==> src/rtl/fft_pkg.sv <==
// fft_pkg -- shared definitions for the FFT sample-buffer reader.
//   DEFAULT_DATA_WIDTH : default sample width in bits
//   DEFAULT_LOG2_N     : default log2 of the frame length
//   fft_state_e        : reader FSM states
//   fft_dbg_t          : debug snapshot exported by the reader top
package fft_pkg;

  localparam int DEFAULT_DATA_WIDTH = 32;
  localparam int DEFAULT_LOG2_N     = 4;

  typedef enum logic [1:0] {
    ST_IDLE  = 2'd0,
    ST_READ  = 2'd1,
    ST_DRAIN = 2'd2,
    ST_DONE  = 2'd3
  } fft_state_e;

  typedef struct packed {
    fft_state_e state;
    logic [1:0] fifo_level;
    logic       fifo_full;
    logic       rd_inflight;
  } fft_dbg_t;

endpackage

==> src/rtl/fft_buf_reader_if.sv <==
// fft_buf_reader_if -- sample-buffer read port plus output stream.
//   mem_ren/mem_addr -> buffer, mem_rdata <- buffer one cycle after mem_ren
//   out_data/out_valid/out_last -> downstream, out_ready <- downstream
// Handshake: a sample transfers on a clock edge where out_valid and out_ready
// are both high. Once out_valid is raised it stays high and out_data/out_last
// stay stable until that transfer; out_valid never depends on out_ready.
// Modports: master = reader side, slave = buffer/consumer side.
interface fft_buf_reader_if #(
  parameter int DATA_WIDTH = fft_pkg::DEFAULT_DATA_WIDTH,
  parameter int LOG2_N     = fft_pkg::DEFAULT_LOG2_N
) ();

  logic                  mem_ren;
  logic [LOG2_N-1:0]     mem_addr;
  logic [DATA_WIDTH-1:0] mem_rdata;
  logic [DATA_WIDTH-1:0] out_data;
  logic                  out_valid;
  logic                  out_ready;
  logic                  out_last;

  modport master (
    output mem_ren, mem_addr, out_data, out_valid, out_last,
    input  mem_rdata, out_ready
  );

  modport slave (
    input  mem_ren, mem_addr, out_data, out_valid, out_last,
    output mem_rdata, out_ready
  );

endinterface

==> src/rtl/fft_skid_fifo2.sv <==
// fft_skid_fifo2 -- two-entry FIFO whose head register drives dout directly.
//   clk, clr_n    : clock, asynchronous active-low clear
//   push, din     : write request and data (dropped when full and not popping)
//   pop           : read request (ignored when empty)
//   dout          : head entry (registered)
//   full, empty   : occupancy flags; level : entry count 0..2
module fft_skid_fifo2 #(
  parameter int DATA_WIDTH = 32
) (
  input  logic                  clk,
  input  logic                  clr_n,
  input  logic                  push,
  input  logic                  pop,
  input  logic [DATA_WIDTH-1:0] din,
  output logic [DATA_WIDTH-1:0] dout,
  output logic                  full,
  output logic                  empty,
  output logic [1:0]            level
);

  logic [DATA_WIDTH-1:0] slot0_q;
  logic [DATA_WIDTH-1:0] slot1_q;
  logic [1:0]            level_q;
  logic                  pop_ok;
  logic                  push_ok;

  assign pop_ok  = pop && (level_q != 2'd0);
  assign push_ok = push && ((level_q != 2'd2) || pop_ok);

  always_ff @(posedge clk or negedge clr_n) begin
    if (!clr_n) begin
      slot0_q <= '0;
      slot1_q <= '0;
      level_q <= 2'd0;
    end else begin
      case ({push_ok, pop_ok})
        2'b10: begin
          if (level_q == 2'd0) slot0_q <= din;
          else                 slot1_q <= din;
          level_q <= level_q + 2'd1;
        end
        2'b01: begin
          slot0_q <= slot1_q;
          level_q <= level_q - 2'd1;
        end
        2'b11: begin
          // Occupancy unchanged; the new word lands behind the survivor.
          if (level_q == 2'd1) begin
            slot0_q <= din;
          end else begin
            slot0_q <= slot1_q;
            slot1_q <= din;
          end
        end
        default: ;
      endcase
    end
  end

  assign dout  = slot0_q;
  assign full  = (level_q == 2'd2);
  assign empty = (level_q == 2'd0);
  assign level = level_q;

endmodule

==> src/rtl/fft_buf_reader.sv <==
// fft_buf_reader -- reads one N-sample frame from a sample buffer and streams
// it out over a valid/ready port with a last marker.
//   clk, clr_n : clock, asynchronous active-low reset
//   start      : begin a frame (taken only in IDLE)
//   bus        : fft_buf_reader_if.master (buffer read port + output stream)
//   busy, done : frame in progress / one-cycle completion pulse
//   dbg        : FSM state, FIFO level/full, read-in-flight flag
// Build option: define FFT_READER_BITREV_EN to read addresses in bit-reversed
// order; otherwise addresses follow the read counter (natural order).
module fft_buf_reader
  import fft_pkg::*;
#(
  parameter int DATA_WIDTH = DEFAULT_DATA_WIDTH,
  parameter int LOG2_N     = DEFAULT_LOG2_N
) (
  input  logic      clk,
  input  logic      clr_n,
  input  logic      start,
  fft_buf_reader_if.master bus,
  output logic      busy,
  output logic      done,
  output fft_dbg_t  dbg
);

  localparam logic [LOG2_N-1:0] LAST_IDX = '1;

  fft_state_e        state_q, state_d;
  logic [LOG2_N-1:0] rd_cnt_q;
  logic [LOG2_N-1:0] out_cnt_q;
  logic              inflight_q;
  logic              ren;
  logic              pop;
  logic              valid;
  logic              fifo_empty;
  logic              fifo_full;
  logic [1:0]        fifo_level;
  logic [2:0]        pending;
  logic [LOG2_N-1:0] addr;

  fft_skid_fifo2 #(.DATA_WIDTH(DATA_WIDTH)) u_fifo (
    .clk   (clk),
    .clr_n (clr_n),
    .push  (inflight_q),      // buffer data returns the cycle after mem_ren
    .pop   (pop),
    .din   (bus.mem_rdata),
    .dout  (bus.out_data),
    .full  (fifo_full),
    .empty (fifo_empty),
    .level (fifo_level)
  );

  assign valid = ~fifo_empty;
  assign pop   = valid && bus.out_ready;

  // Reads in flight plus samples that stay queued after this cycle's
  // transfer. Crediting the transfer lets a read issue every cycle while the
  // consumer keeps up, so the stream has no bubbles.
  assign pending = {2'b00, inflight_q} + {1'b0, fifo_level} - {2'b00, pop};
  assign ren     = (state_q == ST_READ) && (pending < 3'd2);

  always_comb begin
    addr = rd_cnt_q;
`ifdef FFT_READER_BITREV_EN
    for (int i = 0; i < LOG2_N; i++) addr[i] = rd_cnt_q[LOG2_N-1-i];
`endif
  end

  always_comb begin
    state_d = state_q;
    case (state_q)
      ST_IDLE:  if (start) state_d = ST_READ;
      ST_READ:  if (ren && (rd_cnt_q == LAST_IDX)) state_d = ST_DRAIN;
      ST_DRAIN: if (pop && (out_cnt_q == LAST_IDX)) state_d = ST_DONE;
      ST_DONE:  state_d = ST_IDLE;
      default:  state_d = ST_IDLE;
    endcase
  end

  always_ff @(posedge clk or negedge clr_n) begin
    if (!clr_n) begin
      state_q    <= ST_IDLE;
      rd_cnt_q   <= '0;
      out_cnt_q  <= '0;
      inflight_q <= 1'b0;
    end else begin
      state_q    <= state_d;
      inflight_q <= ren;
      if (ren) rd_cnt_q  <= rd_cnt_q + LOG2_N'(1);
      if (pop) out_cnt_q <= out_cnt_q + LOG2_N'(1);
    end
  end

  assign bus.mem_ren   = ren;
  assign bus.mem_addr  = addr;
  assign bus.out_valid = valid;
  assign bus.out_last  = valid && (out_cnt_q == LAST_IDX);
  assign busy          = (state_q != ST_IDLE);
  assign done          = (state_q == ST_DONE);

  assign dbg.state       = state_q;
  assign dbg.fifo_level  = fifo_level;
  assign dbg.fifo_full   = fifo_full;
  assign dbg.rd_inflight = inflight_q;

endmodule

==> src/flat_wrapper.sv <==
// flat-port wrapper written by rule: the top's interface ports become plain ports
module fft_buf_reader_flat import fft_pkg::*;
#(
  parameter int DATA_WIDTH = DEFAULT_DATA_WIDTH,
  parameter int LOG2_N     = DEFAULT_LOG2_N
)
  (clk, clr_n, start, busy, done, dbg, bus_mem_ren, bus_mem_addr, bus_out_data, bus_out_valid, bus_out_last, bus_mem_rdata, bus_out_ready);
  fft_buf_reader_if #(.DATA_WIDTH(DATA_WIDTH), .LOG2_N(LOG2_N)) bus_i ();
  input  logic clk;
  input  logic clr_n;
  input  logic start;
  output logic busy;
  output logic done;
  output fft_dbg_t dbg;
  output wire logic [$bits(bus_i.mem_ren)-1:0] bus_mem_ren;
  output wire logic [$bits(bus_i.mem_addr)-1:0] bus_mem_addr;
  output wire logic [$bits(bus_i.out_data)-1:0] bus_out_data;
  output wire logic [$bits(bus_i.out_valid)-1:0] bus_out_valid;
  output wire logic [$bits(bus_i.out_last)-1:0] bus_out_last;
  input wire logic [$bits(bus_i.mem_rdata)-1:0] bus_mem_rdata;
  input wire logic [$bits(bus_i.out_ready)-1:0] bus_out_ready;
  assign bus_mem_ren = bus_i.mem_ren;
  assign bus_mem_addr = bus_i.mem_addr;
  assign bus_out_data = bus_i.out_data;
  assign bus_out_valid = bus_i.out_valid;
  assign bus_out_last = bus_i.out_last;
  assign bus_i.mem_rdata = bus_mem_rdata;
  assign bus_i.out_ready = bus_out_ready;
  fft_buf_reader #(.DATA_WIDTH(DATA_WIDTH), .LOG2_N(LOG2_N)) u_core (.clk(clk), .clr_n(clr_n), .start(start), .bus(bus_i), .busy(busy), .done(done), .dbg(dbg));
endmodule
==> config.mk <==
export PLATFORM = sky130hd
export DESIGN_NAME = fft_buf_reader_flat
export DESIGN_NICKNAME = d
export VERILOG_FILES = /design/src/rtl/fft_pkg.sv /design/src/rtl/fft_buf_reader_if.sv /design/src/rtl/fft_skid_fifo2.sv /design/src/rtl/fft_buf_reader.sv /design/src/flat_wrapper.sv
export SDC_FILE = /design/constraint.sdc
export NUM_CORES = 1
export LEC_CHECK = 0
export CAP_MARGIN = 20
export CORE_AREA = 8 8 98 118
export DETAILED_ROUTE_END_ITERATION = 6
export DIE_AREA = 0 0 106 126
export MAX_ROUTING_LAYER = met4
export SLEW_MARGIN = 20
export SYNTH_ARGS = -nofsm -noshare
export SYNTH_HDL_FRONTEND = slang
export SYNTH_HIERARCHICAL = 1
export SYNTH_SLANG_ARGS = --single-unit
==> constraint.sdc <==
create_clock -name clk -period 3.8 [get_ports clk]
set_clock_uncertainty 0.2 [all_clocks]
set_input_delay 0.38 -clock clk [delete_from_list [all_inputs] [get_ports clk]]
set_output_delay 0.38 -clock clk [all_outputs]
set_load 0.03 [all_outputs]
==> impl_metrics.csv <==
group,metric,value,unit
outcome,status,"finished, final reports clean",
yosys,synth_cell_types,35,
worst_setup_path,worst_setup_path_start_kind,"register",
power_and_ir_drop,p_sw,1.88,mW
sta,grt_setup_unrepaired,"false",
sta,max_freq,281,MHz
detailed_routing,dr.pass1.iters,4,
power_and_ir_drop,powerDensity,968,nW/µm²
placement,io_buffers,82,
worst_setup_path,r2r_setup_slack,0.86,ns
placement,dp_cells,516,
layout,fin_area,4890,µm²
hold_path,min_from,"u_core/u_fifo/slot1_q[29]",
floorplan,die_area,13400,µm²
hold_path,holdPathEnd,"u_core/u_fifo/slot1_q[29]",
worst_setup_path,critPathLaunch,"u_core/u_fifo/level[0]",
power_and_ir_drop,p_seq_share,31.8,%
yosys,synth_edf_count,0,
placement,dp_hpwl,5.71,mm
yosys,synth_top_area_share,52.5,%
yosys,yosysMostFrequentCell,"dfrtp_1",
floorplan,design.portCount,83,
sta,period_minus_slack,3.56,ns
yosys,synth.avg_cell_area,11.1,µm²
power_and_ir_drop,combinationalPowerShare,49.9,%
sta,finalCritPeriodShare,93.6,%
clock_network,clock_latency,0.33,ns
clock_network,cts_root_buf,"clkbuf_16",
layout,final-instance-count-excl-fill,533,
hold_path,hold_class,"reg2reg",
clock_network,post_cts_buffers,0,
yosys,synth-compound-area-share,11.5,%
detailed_routing,wire_per_inst,17.1,µm
yosys,synth-seq-area-share,52.5,%
global_routing,grt_pass1_wl,14.8,mm
global_routing,grt_max_degree,78,
layout,nNetsFinal,451,
global_routing,grt_remaining_overflow,0,
global_routing,grtUsageTotal,14.1,%
hold_path,min_path_cells,1,
clock_network,cts_htree_levels,3,
layout,area_growth_syn_to_layout,33.2,%
yosys,ys_warn_count,6,
yosys,synth_fa_ha_area_share,4.30,%
clock_network,cts_sinks,77,
yosys,synth-simple-area-share,12.8,%
sta,tns,0,ns
worst_setup_path,worst_ep_arrival_time,2.98,ns
detailed_routing,drc_errors,0,
power_and_ir_drop,p_int,2.85,mW
worst_setup_path,r2r_start,"u_core/u_fifo/level[0]",
layout,final_core_util,50.1,%
global_routing,antenna_found_initial,0,
clock_network,cts_tree,"yes",
yosys,synth_nets,379,
worst_setup_path,ff2ff_path_depth,11,
yosys,netlist_area,3670,µm²
yosys,synthMuxAreaShare,11.4,%
sta,final_max_slew_viol_count,0,
clock_network,path_clk_slew,0.06,ns
sta,worst_slew_pin_slew,0.717,ns
sta,fin_hold_ws,0.305,ns
floorplan,die_h,126,µm
yosys,synth-xor-area-share,2.11,%
worst_setup_path,cp-end-kind,"output port",
yosys,synth_top_area_cell,"dfrtp_1",
placement,place_area,4560,µm²
yosys,synth_ff_type,"dfrtp_1",
power_and_ir_drop,switching_share,39.7,%
layout,drive_above_1_share,17.2,%
worst_setup_path,timing.rr.end,"u_core/state_q[1]",
global_routing,grt_pass1_vias,2820,
detailed_routing,wl,9.12,mm
yosys,synth_top_family_by_area,"simple AND/OR/NAND/NOR gates",
floorplan,die_w,106,µm
power_and_ir_drop,clkPwrFrac,18.3,%
run,drv_cap,0,
power_and_ir_drop,leakagePower,1.98,nW
floorplan,core_area,9760,µm²
sta,setup_violations,0,
detailed_routing,drt_iter0_drc,117,
detailed_routing,via_per_inst,5.26,
yosys,synth_seq_cells,77,
layout,n_antenna_cell,0,
clock_network,cts_buffers,9,
worst_setup_path,required,3.22,ns
power_and_ir_drop,peakVddDrop,438,µV
yosys,synthCells,331,
yosys,async_reset_ff_share,100,%
clock_network,clock_path_buffers,2,
worst_setup_path,critPathKind,"reg2out",
sta,hold_viol_final,0,
detailed_routing,drtAntennaViolNets,0,
floorplan,num_rows,40,
yosys,synth_common_cells,"dfrtp_1 (77), mux2_2 (34), nand3_1 (33)",
placement,gp_congestion,0.741,
floorplan,start_util,37.6,%
detailed_routing,vias,2806,
yosys,synth_area_leaders,"dfrtp_1 (53%), mux2_2 (10%), a31oi_1 (4.9%)",
worst_setup_path,crit_fanout,6,
sta,slew_headroom,52.2,%
flip-flops by register name (all words and copies together), names as in the netlist:
register	cells
u_core/inflight_q	1
u_core/u_fifo/level	2
u_core/out_cnt_q	4
u_core/bus.mem_addr	4
u_core/state_q	2
u_core/u_fifo/dout	32
u_core/u_fifo/slot1_q	32
area by class of cell:
class / instances / area [µm²]
clock buffer: 12 / 256
clock inverter: 3 / 43.8
fill: 909 / 4870
inverter: 8 / 30.0
multi-input combinational: 215 / 1560
sequential: 77 / 1930
tap: 126 / 158
timing repair buffer: 92 / 920
timing repair:
item                                    4_1_cts  5_1_grt
hold endpoints to repair                      0       35
gates resized for setup                       1        0
endpoints found under the setup margin        1        0
hold buffers                                  0        1
metrics by stage:
stage / setup WS (ns) / total power [mW]
after detailed placement: 0.255 / 3.90
after global routing: 0.0866 / 5.04
after global placement: 0.278 / 3.85
after CTS: 0.208 / 4.78
final: 0.243 / 4.73
after floorplan: 0.465 / 3.09
how the worst max path moves through the flow:
stage	cells past startpoint	end	slack (ns)
finish	10	bus_mem_ren	0.24
detailed placement	9	bus_mem_ren	0.25
global route	10	bus_mem_ren	0.09
floorplan	10	u_core/bus.mem_addr[1]	0.46
CTS	10	bus_mem_ren	0.21
global placement	9	bus_mem_ren	0.28
power groups by stage:
stage	logic, mW	clock network [mW]	registers, mW
global route	2.56	0.920	1.56
floorplan	1.20	0	1.89
detailed placement	2.38	0	1.52
global placement	2.35	0	1.50
CTS	2.39	0.884	1.51
finish	2.36	0.867	1.50
cell families after synthesis:
family	count (synthesis)
AND/OR/NAND/NOR	89
AO/OA/AOI/OAI	69
XOR/XNOR	8
flip-flops	77
adder cells (fa/ha/maj)	12
buffers and inverters	39
multiplexers	37
metal layers:
metal	GRT usage, %	up-vias	routed length [µm]
met4	5.15	0	110
met3	4.69	8	526
met1	16.1	1386	3830
met2	22.6	73	4660
met5	-	-	0
li1	-	1339	-
cell usage in the layout (no fill, tap or decap), types with 2 or more instances in the layout:
cell / netlist / layout
xnor2_1: 6 / 6
nor2_1: 3 / 3
dfrtp_1: 77 / 77
o21ai_0: 32 / 32
buf_4: 2 / 8
ha_1: 11 / 11
clkdlybuf4s50_1: 0 / 80
clkbuf_8: 0 / 2
mux2i_1: 2 / 2
nor3_1: 32 / 32
inv_1: 8 / 8
buf_12: 0 / 2
mux2_2: 34 / 34
nand2b_1: 5 / 5
a31oi_2: 4 / 4
clkbuf_16: 0 / 9
nand3b_1: 2 / 2
nand2_1: 5 / 4
nand4_1: 3 / 3
nand3_1: 33 / 33
a31oi_1: 29 / 29
critical path: stages (launching register included):
cell and delay [ns]:
dfrtp_1 0.41, inv_1 0.13, ha_1 0.20, nand2b_1 0.17, inv_1 0.07, ha_1 0.28, nand2b_1 0.15, fa_1 0.42
xor2_2 0.22, nor2_4 0.18, dlygate4sd2_1 0.43
(Power assumes the default switching activity.)
